**src/rtl/register_file_pkg.sv**
```systemverilog
// Shared sizing constants and types for the integer register file, so the
// decode and writeback stages agree with the array on address and data widths.
package register_file_pkg;

  localparam int RF_DATA_WIDTH = 32;
  localparam int RF_ADDR_WIDTH = 5;
  localparam int RF_DEPTH      = 2 ** RF_ADDR_WIDTH;

  typedef logic [RF_ADDR_WIDTH-1:0] reg_addr_t;
  typedef logic [RF_DATA_WIDTH-1:0] reg_data_t;

endpackage

```
**src/rtl/register_file_read_port.sv**
```systemverilog
// Combinational read mux selecting one entry of the register array.
// With REGFILE_ZERO_REG_EN defined, address 0 always reads as zero.
module register_file_read_port
  import register_file_pkg::*;
#(
  parameter int DATA_WIDTH = RF_DATA_WIDTH,
  parameter int ADDR_WIDTH = RF_ADDR_WIDTH
) (
  input  logic [DATA_WIDTH-1:0] entries [2**ADDR_WIDTH],
  input  logic [ADDR_WIDTH-1:0] addr,
  output logic [DATA_WIDTH-1:0] data
);

  always_comb begin
`ifdef REGFILE_ZERO_REG_EN
    if (addr == '0) begin
      data = '0;
    end else begin
      data = entries[addr];
    end
`else
    data = entries[addr];
`endif
  end

endmodule

```
**src/rtl/register_file.sv**
```systemverilog
// Two-read, one-write architectural register file with synchronous clear.
// Define REGFILE_ZERO_REG_EN to hardwire entry 0 to zero.
module register_file
  import register_file_pkg::*;
#(
  parameter int DATA_WIDTH = RF_DATA_WIDTH,
  parameter int ADDR_WIDTH = RF_ADDR_WIDTH
) (
  input  logic                  clock,
  input  logic                  reset,
  input  logic [ADDR_WIDTH-1:0] ra0,
  input  logic [ADDR_WIDTH-1:0] ra1,
  input  logic                  we,
  input  logic [ADDR_WIDTH-1:0] wa,
  input  logic [DATA_WIDTH-1:0] wd,
  output logic [DATA_WIDTH-1:0] out0,
  output logic [DATA_WIDTH-1:0] out1
);

  localparam int DEPTH = 2 ** ADDR_WIDTH;

  logic [DATA_WIDTH-1:0] entries [DEPTH];
  logic                  write_ok;

  always_comb begin
`ifdef REGFILE_ZERO_REG_EN
    write_ok = we && (wa != '0);
`else
    write_ok = we;
`endif
  end

  // Reset wins over a same-cycle write; reads are unbypassed, so a write is
  // only observable after the capturing edge.
  always_ff @(posedge clock) begin
    if (reset) begin
      for (int i = 0; i < DEPTH; i++) begin
        entries[i] <= '0;
      end
    end else if (write_ok) begin
      entries[wa] <= wd;
    end
  end

  register_file_read_port #(
    .DATA_WIDTH(DATA_WIDTH),
    .ADDR_WIDTH(ADDR_WIDTH)
  ) u_read_port0 (
    .entries(entries),
    .addr   (ra0),
    .data   (out0)
  );

  register_file_read_port #(
    .DATA_WIDTH(DATA_WIDTH),
    .ADDR_WIDTH(ADDR_WIDTH)
  ) u_read_port1 (
    .entries(entries),
    .addr   (ra1),
    .data   (out1)
  );

endmodule

```
**config.mk**
```make
export PLATFORM = sky130hd
export DESIGN_NAME = register_file
export DESIGN_NICKNAME = d
export VERILOG_FILES = /design/src/rtl/register_file_pkg.sv /design/src/rtl/register_file_read_port.sv /design/src/rtl/register_file.sv
export SDC_FILE = /design/constraint.sdc
export NUM_CORES = 2
export LEC_CHECK = 0
export CAP_MARGIN = 40
export CELL_PAD_IN_SITES_DETAIL_PLACEMENT = 1
export CELL_PAD_IN_SITES_GLOBAL_PLACEMENT = 2
export CORE_UTILIZATION = 45
export DETAILED_ROUTE_END_ITERATION = 12
export HOLD_SLACK_MARGIN = 0.03
export PLACE_DENSITY_LB_ADDON = 0.1
export SLEW_MARGIN = 20
export SYNTH_ARGS = -nofsm -noshare
export SYNTH_HDL_FRONTEND = slang
export SYNTH_HIERARCHICAL = 1
export SYNTH_SLANG_ARGS = --single-unit
```
**constraint.sdc**
```tcl
create_clock -name clock -period 3.5 [get_ports clock]
set_input_delay 0.525 -clock clock [delete_from_list [all_inputs] [get_ports clock]]
set_output_delay 0.525 -clock clock [all_outputs]
set_load 0.05 [all_outputs]
```
==> metrics.cfg <==
[timing]
report.final.slew_viol_count=0
period_share=0.9919
skew_ps=0
hold_violations=0
max_clock_freq_mhz=288.0
setup_tns_ps=0
setup_violations=0
fin_crit_ps=3472
worst_slew_pin_slew_ps=808.4
slew_headroom=0.4598
rsz0062_at_grt=false

[drt]
post_drt_wl_per_cell_um=28.42
via_per_inst=5.930
dr_total_vias=44490
dr.pass1.iters=5
drc=0
final_antenna_net_count=0
routed_wl_mm=213.2
drt_iter0_drc=2804

[hold_path]
hold-path-endpoint=entries[861]
min_path_cells=3
hold_class=input port to flop
hp-start=reset

[placed_design]
portBuffers=113
routabilityCongestion=0.8139
dp_hpwl_mm=132.4

[power_and_ir_drop]
leakage_nw=32.04
ir_worst_vdd_mv=0.4335
p_per_area_mw_per_mm2=439.0

[status]
status=finished, final reports clean

[setup_path]
crit_top_cell=buf_4
worst_r2r_path_depth=2
end_kind=primary output
arrival_ps=2950
path_cells=clkdlybuf4s50_1, and2b_4, buf_12, buf_4, a22oi_1, a31oi_1, nand3_1, buf_4
worstPathRequired_ps=2970
critPathMaxFanout=29
startpoint=ra0[0]
path_buf_inv=4
regToRegStartpoint=entries[540]
crit_type=input port to primary output
crit_family=buffers and inverters
r2r_slack_ps=2790
worst_path_max_delay_cell=clkdlybuf4s50_1
rr_endpoint=entries[540]
slowest_delay_ps=670
cp-start-kind=input port

[layout]
fillCellCount=13560
largest_reg_flops=1024
layout-drive-gt1-share=0.1060
multi_input_area_mm2=0.03367
final-seq-area_mm2=0.02050
final_util=0.5195
top_regs=entries x1024
fin_nets=5801
top_register=entries
area_growth_pct=14.60

[synth]
ys_top_cells_by_area=dfxtp_1 (36%), mux2i_1 (36%), nand2b_1 (12%)
ys_seq_area_frac=0.3601
postSynthCellCount=5785
synth_fa_ha_area_frac=0
synth_edf_count=0
synth_top_area_frac=0.3601
synth_top_family_by_area=multiplexers
syn-cell-area_mm2=0.05692
synth.distinct_cells=26
synth-simple-area-share=0.1575
yosysMostFrequentCell=mux2i_1
async_flop_share=0
synth_ff_type=dfxtp_1
yosys-mux-area-fraction=0.3601
synth_top_cell_by_area=dfxtp_1
synth_compound_area_frac=0.06893
avgSynthCellArea_um2=9.839
syn_nets=5835
synth_seq_cells=1024
synth_xor_area_frac=0
yosys_warnings=6
synth_common_cells=mux2i_1 (2048), nand2b_1 (1060), dfxtp_1 (1024), clkbuf_1 (307), nand2_1 (223)

[die]
die_x_um=357.7
dieArea_mm2=0.1279
fp.dieH_um=357.7
fp-row-count=130
core-area_mm2=0.1256
num_io_pins=114
start_util=0.4533

[clocking]
cts_tree=built
cts_resized=0
cts_root_buf=clkbuf_16
holdBufCountCts=0
clkLatencyLatePin_ps=740
cts.sinks=1024
cts-htree-levels=3
cts_buffers=120
clockBufferDepth=3
clk_pin_slew_worst_paths_ps=60

[global_route]
gr-usage-all-layers=0.3274
grt_max_degree=148
grt_pass1_wl_mm=315.2
grt_pass1_vias=46900
globalRouteOverflowTotal=0
antenna_found_initial=5

[flow_run]
drv_cap=0

[logic make-up (layout without fill, tap and decap cells)]
logic type | Yosys count | count (layout)
mux | 2048 | 2048
flops | 1024 | 1024
other cells | 0 | 1
simple gates | 1566 | 1566
compound gates | 576 | 576
buf+inv | 571 | 637
[tightest hold or removal path: cells and delay by family]
family	cells	cell delay (ps)
buffers and inverters	1	230
muxes	1	120
and+or+nand+nor	1	220
[cell usage in the layout (no fill, tap or decap), drive strengths merged, types with 2 or more instances in the layout]
master         count
a22oi            192
nand3            192
a31oi             64
nand2            226
buf              369
or2                2
and4b              3
nor2               3
clkinv            25
nand2b          1060
nor3              64
mux2i           2048
nor2b              4
inv                4
and2b              2
clkdlybuf4s50     46
dfxtp           1024
and4bb             3
bufinv             9
clkbuf           183
a22o             128
a21oi            192
and2               5
[power breakdown]
part	total (mW)	internal (mW)	leakage [nW]	switching [mW]
sequential	11.8	11.7	8.25	0.0691
clock	13.2	7.82	2.05	5.40
combinational	3.60	1.39	21.7	2.22
total	28.6	20.9	32.0	7.69
[what timing repair did]
action | 4_1_cts | 5_1_grt
setup buffers | 3 | 1
endpoints found under the setup margin | 1 | 2
pin swaps | 0 | 1
[cell type report]
| type | count | share of cell area |
|---|---|---|
| clock buffers | 183 | 0.05616 |
| flip-flops and latches | 1024 | 0.3142 |
| multi-input cells | 4190 | 0.5161 |
| clock inverters | 39 | 0.006828 |
| well taps | 1650 | 0.03165 |
| repair buffers | 415 | 0.07499 |
| diodes | 1 | 0.00003836 |
[how the worst max path moves through the flow]
stage	endpoint	slack (ps)	cells past startpoint
3_3_place_gp	out1[15]	-20	8
3_5_place_dp	out1[4]	10	9
4_1_cts	out0[13]	90	9
2_1_floorplan	out0[20]	1040	8
5_1_grt	out0[2]	3	8
6_report	out0[2]	30	8
[metrics by stage]
| step | cell area [um^2] | instances | total power [mW] | hold slack (ps) | worst slack, ps |
|---|---|---|---|---|---|
| floorplan | 56920 | 5785 | 14.21 | 460.3 | 1038 |
| global placement | 61040 | 7273 | 15.61 | 471.5 | -21.08 |
| detailed placement | 61080 | 7275 | 15.63 | 480.3 | 12.41 |
| CTS | 65220 | 7500 | 28.83 | 384.0 | 87.21 |
| global route | 65230 | 7501 | 29.42 | 428.8 | 3.487 |
| finish | 65230 | 7502 | 28.64 | 400.9 | 28.36 |
[layer usage]
metal,part of all wire,track usage,up-vias
li1,-,-,20340
met1,0.45,0.4245,22860
met2,0.48,0.5642,950
met3,0.037,0.03954,339
met4,0.031,0.1031,8
met5,0.00023,0,-
Power figures use the tool's default switching activity.
